==> src/rtl/latch_wr_sched_pkg.sv <==
// Shared types and helpers for the latch-array write scheduler.
package latch_sched_pkg;

    typedef enum logic [1:0] {
        IDLE  = 2'b00,
        SETUP = 2'b01,
        PULSE = 2'b10,
        HOLD  = 2'b11
    } state_t;

    localparam logic REQ_A = 1'b0;
    localparam logic REQ_B = 1'b1;

    // One bit of a one-hot row decode; rows at or beyond depth never select.
    function automatic logic row_sel(input logic [31:0] addr,
                                     input logic [31:0] row,
                                     input logic [31:0] depth);
        return (addr == row) && (addr < depth);
    endfunction

endpackage

==> src/rtl/latch_wr_sched_if.sv <==
// Two-requester write handshake between CPU-side sources and the scheduler.
interface latch_wr_sched_if #(
    parameter int WIDTH = 8,
    parameter int AW    = 4
);
    logic             a_valid;
    logic [AW-1:0]    a_addr;
    logic [WIDTH-1:0] a_data;
    logic             a_ready;
    logic             b_valid;
    logic [AW-1:0]    b_addr;
    logic [WIDTH-1:0] b_data;
    logic             b_ready;

    modport master (
        output a_valid, a_addr, a_data, b_valid, b_addr, b_data,
        input  a_ready, b_ready
    );

    modport slave (
        input  a_valid, a_addr, a_data, b_valid, b_addr, b_data,
        output a_ready, b_ready
    );
endinterface

==> src/rtl/latch_wr_sched_arb.sv <==
// Two-input round-robin arbiter; the pointer only moves on a contended accept.
module latch_rr_arb2
    import latch_sched_pkg::*;
(
    input  logic       clk,
    input  logic       rst_n,
    input  logic [1:0] valid_i,
    input  logic       accept_i,
    output logic       grant_o
);
    logic ptr_q;
    logic ptr_d;

    always_comb begin
        grant_o = ptr_q;
        ptr_d   = ptr_q;
        case (valid_i)
            2'b01:   grant_o = REQ_A;
            2'b10:   grant_o = REQ_B;
            default: grant_o = ptr_q;
        endcase
        if (accept_i && (&valid_i)) begin
            ptr_d = ~ptr_q;
        end
    end

    always_ff @(posedge clk or negedge rst_n) begin
        if (!rst_n) begin
            ptr_q <= REQ_A;
        end else begin
            ptr_q <= ptr_d;
        end
    end
endmodule

==> src/rtl/latch_wr_sched.sv <==
// Write scheduler for a transparent-high latch array: setup, row pulse, hold.
// Optional sticky error flag when LATCH_WR_SCHED_ERRCHK_EN is defined.
//
// state | meaning
// IDLE  | waiting for a request, READY may assert
// SETUP | LAT_D driven, enables low
// PULSE | one row enable high, driven straight from en_q
// HOLD  | enables low, LAT_D still held
module latch_wr_sched
    import latch_sched_pkg::*;
#(
    parameter int WIDTH     = 8,
    parameter int DEPTH     = 16,
    parameter int AW        = 4,
    parameter int SETUP_CYC = 1,
    parameter int PULSE_CYC = 1,
    parameter int HOLD_CYC  = 1
)(
    input  logic             clk,
    input  logic             rst_n,
    latch_wr_sched_if.slave  req,
    output logic [WIDTH-1:0] lat_d_o,
    output logic [DEPTH-1:0] lat_en_o,
    output logic             busy_o
`ifdef LATCH_WR_SCHED_ERRCHK_EN
    ,
    output logic             err_o
`endif
);
    localparam int MAX_SP = (SETUP_CYC > PULSE_CYC) ? SETUP_CYC : PULSE_CYC;
    localparam int MAXC   = (MAX_SP > HOLD_CYC) ? MAX_SP : HOLD_CYC;
    localparam int CW     = $clog2(MAXC + 1);

    localparam logic [CW-1:0] SETUP_LD = CW'(SETUP_CYC - 1);
    localparam logic [CW-1:0] PULSE_LD = CW'(PULSE_CYC - 1);
    localparam logic [CW-1:0] HOLD_LD  = CW'(HOLD_CYC - 1);

    state_t           state_q;
    logic [CW-1:0]    cnt_q;
    logic [AW-1:0]    addr_q;
    logic [WIDTH-1:0] lat_d_q;
    logic [DEPTH-1:0] en_q;
    logic             busy_q;

    logic             grant;
    logic             idle;
    logic             accept;
    logic [AW-1:0]    sel_addr;
    logic [WIDTH-1:0] sel_data;
    logic [DEPTH-1:0] dec_d;

    assign idle     = (state_q == IDLE);
    assign accept   = idle && (req.a_valid || req.b_valid);
    assign sel_addr = (grant == REQ_B) ? req.b_addr : req.a_addr;
    assign sel_data = (grant == REQ_B) ? req.b_data : req.a_data;

    assign req.a_ready = idle && req.a_valid && (grant == REQ_A);
    assign req.b_ready = idle && req.b_valid && (grant == REQ_B);

    latch_rr_arb2 u_arb (
        .clk      (clk),
        .rst_n    (rst_n),
        .valid_i  ({req.b_valid, req.a_valid}),
        .accept_i (accept),
        .grant_o  (grant)
    );

    // Decode is registered into en_q, so row enables never see decode glitches.
    always_comb begin
        dec_d = '0;
        for (int r = 0; r < DEPTH; r++) begin
            dec_d[r] = row_sel(32'(addr_q), 32'(r), 32'(DEPTH));
        end
    end

    always_ff @(posedge clk or negedge rst_n) begin
        if (!rst_n) begin
            state_q <= IDLE;
            cnt_q   <= '0;
            addr_q  <= '0;
            lat_d_q <= '0;
            en_q    <= '0;
            busy_q  <= 1'b0;
        end else begin
            case (state_q)
                IDLE: begin
                    if (accept) begin
                        addr_q  <= sel_addr;
                        lat_d_q <= sel_data;
                        cnt_q   <= SETUP_LD;
                        busy_q  <= 1'b1;
                        state_q <= SETUP;
                    end
                end
                SETUP: begin
                    if (cnt_q == '0) begin
                        en_q    <= dec_d;
                        cnt_q   <= PULSE_LD;
                        state_q <= PULSE;
                    end else begin
                        cnt_q <= cnt_q - 1'b1;
                    end
                end
                PULSE: begin
                    if (cnt_q == '0) begin
                        en_q    <= '0;
                        cnt_q   <= HOLD_LD;
                        state_q <= HOLD;
                    end else begin
                        cnt_q <= cnt_q - 1'b1;
                    end
                end
                HOLD: begin
                    if (cnt_q == '0) begin
                        busy_q  <= 1'b0;
                        state_q <= IDLE;
                    end else begin
                        cnt_q <= cnt_q - 1'b1;
                    end
                end
                default: begin
                    en_q    <= '0;
                    busy_q  <= 1'b0;
                    state_q <= IDLE;
                end
            endcase
        end
    end

    assign lat_d_o  = lat_d_q;
    assign lat_en_o = en_q;
    assign busy_o   = busy_q;

`ifdef LATCH_WR_SCHED_ERRCHK_EN
    logic err_q;

    always_ff @(posedge clk or negedge rst_n) begin
        if (!rst_n) begin
            err_q <= 1'b0;
        end else if ((accept && (32'(sel_addr) >= $unsigned(DEPTH))) ||
                     ((|en_q) && (state_q != PULSE))) begin
            err_q <= 1'b1;
        end
    end

    assign err_o = err_q;
`endif
endmodule

==> src/flat_wrapper.sv <==
// flat-port wrapper written by rule: the top's interface ports become plain ports
module latch_wr_sched_flat import latch_sched_pkg::*;
#(
    parameter int WIDTH     = 8,
    parameter int DEPTH     = 16,
    parameter int AW        = 4,
    parameter int SETUP_CYC = 1,
    parameter int PULSE_CYC = 1,
    parameter int HOLD_CYC  = 1
)
  (clk, rst_n, lat_d_o, lat_en_o, busy_o, req_a_valid, req_a_addr, req_a_data, req_b_valid, req_b_addr, req_b_data, req_a_ready, req_b_ready);
  latch_wr_sched_if #(.WIDTH(WIDTH), .AW(AW)) req_i ();
  input  logic clk;
  input  logic rst_n;
  output logic [WIDTH-1:0] lat_d_o;
  output logic [DEPTH-1:0] lat_en_o;
  output logic busy_o;
  input wire logic [$bits(req_i.a_valid)-1:0] req_a_valid;
  input wire logic [$bits(req_i.a_addr)-1:0] req_a_addr;
  input wire logic [$bits(req_i.a_data)-1:0] req_a_data;
  input wire logic [$bits(req_i.b_valid)-1:0] req_b_valid;
  input wire logic [$bits(req_i.b_addr)-1:0] req_b_addr;
  input wire logic [$bits(req_i.b_data)-1:0] req_b_data;
  output wire logic [$bits(req_i.a_ready)-1:0] req_a_ready;
  output wire logic [$bits(req_i.b_ready)-1:0] req_b_ready;
  assign req_i.a_valid = req_a_valid;
  assign req_i.a_addr = req_a_addr;
  assign req_i.a_data = req_a_data;
  assign req_i.b_valid = req_b_valid;
  assign req_i.b_addr = req_b_addr;
  assign req_i.b_data = req_b_data;
  assign req_a_ready = req_i.a_ready;
  assign req_b_ready = req_i.b_ready;
  latch_wr_sched #(.WIDTH(WIDTH), .DEPTH(DEPTH), .AW(AW), .SETUP_CYC(SETUP_CYC), .PULSE_CYC(PULSE_CYC), .HOLD_CYC(HOLD_CYC)) u_core (.clk(clk), .rst_n(rst_n), .req(req_i), .lat_d_o(lat_d_o), .lat_en_o(lat_en_o), .busy_o(busy_o));
endmodule
==> config.mk <==
export PLATFORM = sky130hd
export DESIGN_NAME = latch_wr_sched_flat
export DESIGN_NICKNAME = d
export VERILOG_FILES = /design/src/rtl/latch_wr_sched_pkg.sv /design/src/rtl/latch_wr_sched_if.sv /design/src/rtl/latch_wr_sched_arb.sv /design/src/rtl/latch_wr_sched.sv /design/src/flat_wrapper.sv
export SDC_FILE = /design/constraint.sdc
export NUM_CORES = 1
export LEC_CHECK = 0
export ABC_AREA = 1
export CORE_AREA = 2 2 65 67
export CTS_CLUSTER_DIAMETER = 60
export DETAILED_ROUTE_END_ITERATION = 8
export DIE_AREA = 0 0 67 69
export GPL_TIMING_DRIVEN = 0
export PLACE_DENSITY = 0.74
export SYNTH_ARGS = -nofsm -noshare
export SYNTH_HDL_FRONTEND = slang
export SYNTH_SLANG_ARGS = --single-unit
==> constraint.sdc <==
create_clock -name clk -period 1.7 [get_ports clk]
set_input_delay 0.34 -clock clk [delete_from_list [all_inputs] [get_ports clk]]
set_output_delay 0.34 -clock clk [all_outputs]
set_load 0.05 [all_outputs]
==> results of run 1 <==
-- flip-flops by register name (all words and copies together), names as in the netlist --
signal              flops
u_core.addr_q           4
u_core.busy_o           1
u_core.lat_d_o          8
u_core.lat_en_o        16
u_core.state_q          2
u_core.u_arb.ptr_q      1
-- worst max-delay path: stages, from the launching register on --
cell and delay, ns:
dfrtp_1 0.39, inv_2 0.10, ha_4 0.18, inv_8 0.05, nor3_4 0.17, buf_6 0.18
-- final timing paths --
kind / slack [ns] / to / start / cells past startpoint
setup / recovery: 0.009 / req_a_ready / u_core.state_q[1] / 5
hold / removal: 0.10 / u_core.busy_o / rst_n / 1
setup reg to reg: 0.26 / u_core.lat_en_o[3] / u_core.state_q[1] / 6
hold reg to reg: 0.48 / u_core.lat_en_o[10] / u_core.lat_en_o[10] / 2
max in group asynchronous: 1.14 / u_core.lat_en_o[12] / rst_n / 1
min in group clk: 0.48 / u_core.lat_en_o[10] / u_core.lat_en_o[10] / 2
-- layout make-up --
cell class                 instances  area, sq um
tap                               50        62.56
timing repair buffer              66        603.1
clock buffer                       7        96.34
multi-input combinational        134        777.0
fill                             365         1349
inverter                          40        165.2
buffer                             7        60.06
sequential                        32        800.8
-- Yosys cell counts --
cell type | n | area share, %
nand2_1 | 53 | 12
nand3_1 | 37 | 11
inv_1 | 33 | 7.2
dfrtp_1 | 32 | 46
o21ai_1 | 13 | 3.8
ha_1 | 8 | 5.8
inv_2 | 7 | 1.5
o21ai_0 | 7 | 2.0
buf_4 | 5 | 2.2
nand2_2 | 4 | 1.4
nor2_1 | 4 | 0.87
buf_6 | 2 | 1.3
nand3_2 | 2 | 1.2
nor2_8 | 2 | 2.3
nor2_2 | 1 | 0.36
nor3_2 | 1 | 0.58
or2_2 | 1 | 0.36
xor2_1 | 1 | 0.51
-- layer usage --
| metal | vias up | routed length [microns] | GRT usage [%] |
|---|---|---|---|
| li1 | 811 | - | - |
| met1 | 723 | 1724 | 23.44 |
| met2 | 60 | 2046 | 33.00 |
| met3 | 10 | 294 | 6.036 |
| met4 | 0 | 92 | 8.163 |
| met5 | - | 0 | 0 |
-- cells by family (layout without fill, tap and decap cells) --
kind of cell | after synthesis | after routing | synth area share, %
XOR/XNOR | 1 | 1 | 0.5073
flip-flops | 32 | 32 | 46.38
AO/OA/AOI/OAI | 20 | 20 | 5.797
buffers and inverters | 47 | 120 | 12.17
AND/OR/NAND/NOR | 105 | 105 | 29.35
adder cells (fa/ha/maj) | 8 | 8 | 5.797
-- where the power goes --
group	internal [W]	switching, W	leakage [nW]
Sequential	0.00108	0.000218	0.415
Clock	0.000360	0.000265	0.0503
Combinational	0.000928	0.00192	0.935
-- timing repair --
action	CTS	global route
setup buffers	8	4
setup endpoints to repair	27	2
gates resized for setup	66	2
pin swaps	3	3
-- metrics by stage --
| stage | hold slack [ns] | util [%] | area (sq um) |
|---|---|---|---|
| 6_report | 0.1041 | 65.54 | 2565 |
| 5_1_grt | 0.1609 | 65.54 | 2565 |
| 4_1_cts | 0.1253 | 64.64 | 2530 |
| 3_5_place_dp | 0.4307 | 60.07 | 2351 |
| 3_3_place_gp | 0.4625 | 60.20 | 2356 |
| 2_1_floorplan | 0.04441 | - | 1753 |
==> metrics.md, run 1 <==
| Metric | Value |
|---|---|
| Status | `finished, final reports clean` |
| Setup crit end kind | `output port` |
| Mean post-synth cell area | `8.106 sq um` |
| Syn Nets | `249` |
| Most common cell after layout, fill and taps aside | `nand2_1` |
| Leak | `1.400 nW` |
| F_max | `0.5913 GHz` |
| Diode count | `0` |
| Detailed-placement wirelength estimate | `2.795 mm` |
| Seq/Total Area, Yosys | `46.38%` |
| Via count | `1604` |
| WP data arrival | `1.35 ns` |
| Core area | `3914 sq um` |
| Initial Util | `44.12%` |
| DRT iter0 DRCs | `81` |
| Hold WC Path Type | `in2async` |
| Final non-filler cell total | `336` |
| Post-CTS Hold Buffers | `0` |
| Root Buffer | `clkbuf_8` |
| Commonest non-fill, non-tap cells in the layout | `nand2_1, nand3_1, dfrtp_1, inv_1, dlygate4sd2_1` |
| CTS tree | `done` |
| GP Congestion | `0.8359` |
| Setup_tns | `0 ns` |
| Die span in x | `67 microns` |
| Max_slew headroom | `52.69%` |
| NumNets Final | `322` |
| Max IR drop VDD | `884.7 uV` |
| Remaining DRCs | `0` |
| Port bufs | `54` |
| CP Data Required Time | `1.36 ns` |
| Drt pass-1 iters | `5` |
| DIE AREA | `4623 sq um` |
| Final period util | `99.47%` |
| P&R area growth vs syn | `48.55%` |
| DIE HEIGHT | `69 microns` |
| Synthesized cell area | `1727 sq um` |
| Final Max Tran Viols | `0` |
| Gr ovfl total | `0` |
| Count of different cell masters after synthesis | `18` |
| Pwr/cell area | `1858 nW/um^2` |
| Final min period | `1.691 ns` |
| Total routed wirelength | `4.157 mm` |
| DRT antenna net count | `0` |
| CP Class | `reg2out` |
| Total power | `0.004767 W` |
| Setup Viol. Count Final | `0` |
| Gr usage total | `19.90%` |
| Final Hold Viols | `0` |
| Clock Skews | `0.003993 ns` |
| Worst-path clk slew | `0.06 ns` |
| Drt wl/cell | `12.37 microns` |
| Setup WS pre-CTS | `-1.219 ns` |
| Syn Inst Count | `213` |
| Crit-path max FO | `3` |
| Via density | `4.774` |
| RSZ-0062 raised after global routing | `true` |
| I/O Pins | `55` |
| Number of H-tree levels | `2` |
| Max-cap viol count | `0` |
| Largest net degree at the start of global routing | `33` |
| Worst slew pin tran | `0.7096 ns` |
| Post-route setup slack | `0.008942 ns` |
| Seq cells post-synth | `32` |
| Worst skew pair latency | `0.28 ns` |
| Ys Warns | `0` |
| Vias in the first global route | `1571` |
| Dpl cells | `317` |
| Initial antenna violation count | `0` |
| First-pass GRT wire length | `6.962 mm` |
| Num CTS Buffers | `5` |
| Clock sinks | `32` |
| Layout cells sized above 1 | `19.93%` |
| CTS max path bufs | `2` |
| Site Rows | `23` |
| Startpoint Class | `flip-flop` |
Note: power is estimated with default switching activity, not from simulation.
==> run 2, diff against run 1 <==
- SLEW_MARGIN: unset -> 10
==> results of run 2 <==
The final DEF is identical to that of run 1; final timing and power are the same.
==> run 3, diff against run 2 <==
- ABC_AREA: 1 -> unset
- CORE_AREA: 2 2 65 67 -> 2 2 62 64
- DIE_AREA: 0 0 67 69 -> 0 0 64 66
- PLACE_DENSITY: 0.74 -> 0.75
==> run 3 against run 2 <==
  * Critical path type is now in2out
  * Utilization down 0.77 points
  * Via count down 20%
  * Critical path depth up 2
  * First-iteration DRC count down 60%
  * Highest routed layer unchanged
  * Maximum frequency down 4.4%
  * Count of clock-buffer cells in the layout unchanged
  * Clock skew up 0.0047 ns
  * Combinational power down 11%
  * Critical endpoint unchanged
  * Worst setup slack worse by 0.077 ns
  * Flip-flop and latch count unchanged
  * Largest power group unchanged
  * Clock power up 4.2%
  * Cell area down 10%
  * The flow now finishes with violations (negative setup slack)
==> metrics.md, run 3 <==
| Metric | Value |
|---|---|
| Status | `finished, violations left` |
| Failing checks | `negative setup slack` |
| Mux share of post-synthesis cell area | `9.360% (+9.4 points)` |
| Clock sinks | `32 (unchanged)` |
| Final period util | `104.0% (+4.5 points)` |
| Hold slack | `0.03999 ns (-0.06408 ns)` |
| Hold WC Path Type | `in2async` |
| Global Route met3 Usage | `6.814% (+0.78 points)` |
| Met2 GRT Util | `32.42% (-0.58 points)` |
| Largest family of logic cells by synthesized area | `compound AO/OA/AOI/OAI gates` |
| Core area | `3551 sq um (-9.3%)` |
| Remaining DRCs | `0 (unchanged)` |
| P_int | `0.002315 W (-2.1%)` |
| Flop pwr share | `28.9% (+1.7 points)` |
| CP Class | `in2out` |
| Drt wl/cell | `13.04 microns (+5.4%)` |
| Via count | `1287 (-20%)` |
| Pwr/cell area | `1948 nW/um^2 (+4.8%)` |
| Max IR drop VDD | `883.0 uV (-0.18%)` |
| Crit-path max FO | `3 (unchanged)` |
| Clock Power Share | `14.5% (+1.4 points)` |
| NumNets Final | `251 (-22%)` |
| Final min period | `1.768 ns (+0.07727 ns)` |
| Synth Area in Adders | `6.568% (+0.77 points)` |
| Crit path buffers/inverters | `4 (+1)` |
| Most used routing layer | `met2` |
| Mean post-synth cell area | `10.30 sq um (+27%)` |
| Final Hold Viols | `0 (unchanged)` |
| Commonest non-fill, non-tap cells in the layout | `dfrtp_1, dlygate4sd2_1, clkdlybuf4s50_1, inv_1, nand2_1` |
| Post-route setup slack | `-0.06833 ns (-0.07727 ns)` |
| CP Cell Sequence | `buf_8 > inv_8 > ha_4 > mux2i_4 > buf_12 > and3_4 > buf_8` |
| Num CTS Buffers | `5 (unchanged)` |
| Seq cells post-synth | `32 (unchanged)` |
| Synth area leaders | `dfrtp_1, mux2i_1, ha_1, inv_1, o22ai_1` |
| DRT antenna net count | `0 (unchanged)` |
| Layout cells sized above 1 | `14.35% (-5.6 points)` |
| Gr usage total | `18.29% (-1.6 points)` |
| Syn Nets | `184 (-26%)` |
| First-pass GRT wire length | `5.727 mm (-18%)` |
| Site Rows | `22 (-4.3%)` |
| Via density | `4.875 (+2.1%)` |
| Comb pwr share | `56.5% (-3.2 points)` |
| P&R area growth vs syn | `50.90%` |
| Ys async rst share | `100.0% (unchanged)` |
| Clock Skews | `0.008697 ns (+0.004704 ns)` |
| Ys Warns | `0 (unchanged)` |
| Worst-path clk slew | `0.10 ns (+0.04 ns)` |
| Most common cell after layout, fill and taps aside | `dfrtp_1` |
| I/O Pins | `55 (unchanged)` |
| Worst skew pair latency | `0.33 ns (+0.05 ns)` |
| Count of different cell masters after synthesis | `24 (+6)` |
| Synthesized cell area | `1524 sq um (-12%)` |
| DRT iter0 DRCs | `32 (-60%)` |
| Synth Area in Simple Gates | `9.688% (-20 points)` |
| Share of the synthesized area in the top cell type | `52.55% (+6.2 points)` |
| CTS tree | `done` |
| CP Data Required Time | `1.36 ns (about the same)` |
| Setup crit end kind | `output port` |
| Compound-Gate Fraction of Synth Area | `12.97% (+7.2 points)` |
| Total routed wirelength | `3.442 mm (-17%)` |
| Switching Fraction | `48.33% (-2.1 points)` |
| Startpoint Class | `input port` |
| Total power | `0.004480 W (-6.0%)` |
| Root Buffer | `clkbuf_4` |
| Drt pass-1 iters | `4 (-1)` |
| Diode count | `0 (unchanged)` |
| Vias in the first global route | `1267 (-19%)` |
| Most used cell along the critical path | `buf_8` |
| Detailed-placement wirelength estimate | `2.636 mm (-5.7%)` |
| Commonest cells post-synth | `dfrtp_1, inv_1, nand2_1` |
| Most used DFF post-synth | `dfrtp_1` |
| Max-cap viol count | `0 (unchanged)` |
| WP data arrival | `1.43 ns (+0.08 ns)` |
| Critical-path top delay cell | `ha_4` |
| Gr ovfl total | `0 (unchanged)` |
| DIE AREA | `4224 sq um (-8.6%)` |
| CP delay by family, top | `buffers and inverters` |
| Initial Util | `42.92% (-1.2 points)` |
| DIE HEIGHT | `66 microns (-4.3%)` |
| GP Congestion | `0.7848 (-6.1%)` |
| Port bufs | `54 (unchanged)` |
| Leak | `1.136 nW (-19%)` |
| F_max | `0.5655 GHz (-4.4%)` |
| Fill cells | `299 (-18%)` |
| Seq/Total Area, Yosys | `52.55% (+6.2 points)` |
| GR Util met1 | `19.32% (-4.1 points)` |
| Yosys top cell by area | `dfrtp_1` |
| Worst slew pin tran | `0.6909 ns (-0.01870 ns)` |
| Final Max Tran Viols | `0 (unchanged)` |
| Setup Viol. Count Final | `2 (+2)` |
| Delay of the slowest critical-path stage | `0.27 ns (-0.12 ns)` |
| Number of enable flip-flop cells after synthesis | `0 (unchanged)` |
| Die span in x | `64 microns (-4.5%)` |
| Switching pwr | `0.002165 W (-9.8%)` |
| Number of H-tree levels | `2 (unchanged)` |
| Syn Inst Count | `148 (-31%)` |
| RSZ-0062 raised after global routing | `true` |
| Largest net degree at the start of global routing | `33 (unchanged)` |
| XOR/XNOR Fraction of Synth Area | `0.5747% (+0.067 points)` |
| Max FFs per register | `16 (unchanged)` |
| Most frequent cell after synthesis | `dfrtp_1` |
| Max_slew headroom | `53.94% (+1.2 points)` |
| Initial antenna violation count | `0 (unchanged)` |
| CTS max path bufs | `2 (unchanged)` |
==> run 3: cell types whose count changed in the layout (fill, tap and decap cells not counted), moves of 9 or more <==
cell / change
inv_1: -9
nand3_1: -34
o22ai_1: +11
mux2i_1: +12
buf_4: -11
nand2_1: -34
==> run 3: power by group through the flow <==
stage / Combinational, W / Sequential [W] / Clock, W
2_1_floorplan: 0.000972 / 0.00208 / 0
3_3_place_gp: 0.00249 / 0.00130 / 0
3_5_place_dp: 0.00253 / 0.00133 / 0
4_1_cts: 0.00251 / 0.00131 / 0.000660
5_1_grt: 0.00274 / 0.00135 / 0.000694
6_report: 0.00253 / 0.00130 / 0.000651
==> run 3: logic make-up (layout without fill, tap and decap cells) <==
group | Yosys count | count (layout)
and+or+nand+nor | 32 | 32
AOI/OAI and AO/OA | 33 | 33
xor gates and xnor gates | 1 | 1
muxes | 13 | 13
DFF | 32 | 32
adders and majority gates | 8 | 8
buffers and inverters | 29 | 97
==> run 3: final timing paths <==
kind                                      end  slack, ns              start  cells after the start
max in group asynchronous    u_core.addr_q[3]       1.21              rst_n                      1
hold / removal             u_core.lat_en_o[9]       0.04              rst_n                      1
min in group clk            u_core.state_q[0]       0.48        req_a_valid                      5
setup reg to reg           u_core.lat_en_o[7]       0.15  u_core.state_q[0]                      5
hold reg to reg             u_core.lat_d_o[1]       0.49  u_core.lat_d_o[1]                      2
setup / recovery                  req_a_ready      -0.07        req_a_valid                      7
==> run 3: worst reg2reg max path, stage by stage (launching register included) <==
cell and delay, ns:
dfrtp_1 0.38, inv_2 0.07, buf_4 0.15, ha_1 0.22
or3b_2 0.52, o22ai_1 0.15
==> run 3: through the flow <==
step                setup WS [ns]  TNS (ns)  utilization [%]  instances  cell area (sq um)
floorplan                -0.04247  -0.04247                -        148               1563
global placement           -1.418    -16.38            60.92        250               2163
detailed placement         -1.455    -8.891            60.78        250               2158
CTS                      -0.09002  -0.09002            64.13        262               2277
global route              -0.1085   -0.1891            64.76        264               2300
finish                   -0.06833   -0.1169            64.76        264               2300
==> run 3: timing repair <==
item                                   4_1_cts  5_1_grt
resized for setup                           58        2
endpoints found under the hold margin        0        0
buffers inserted                             4        2
hold buffers                                 0        0
pin swaps                                    0        1
setup endpoints to repair                   39        2
==> run 3: final cells by class <==
class / instances / area [sq um] / share of cell area (%)
Sequential cell: 32 / 800.8 / 34.82
Clock inverter: 1 / 30.03 / 1.306
Inverter: 24 / 105.1 / 4.570
Buffer: 5 / 36.28 / 1.578
Timing Repair Buffer: 60 / 569.3 / 24.76
Clock buffer: 7 / 65.06 / 2.829
Tap cell: 48 / 60.06 / 2.612
Multi-Input combinational cell: 87 / 633.1 / 27.53
==> run 3: per-layer routing <==
| metal | share of wire [%] | routed length, microns |
|---|---|---|
| met1 | 41 | 1408 |
| met5 | 0 | 0 |
| met2 | 50 | 1718 |
| met3 | 7.5 | 257 |
| met4 | 1.7 | 57 |
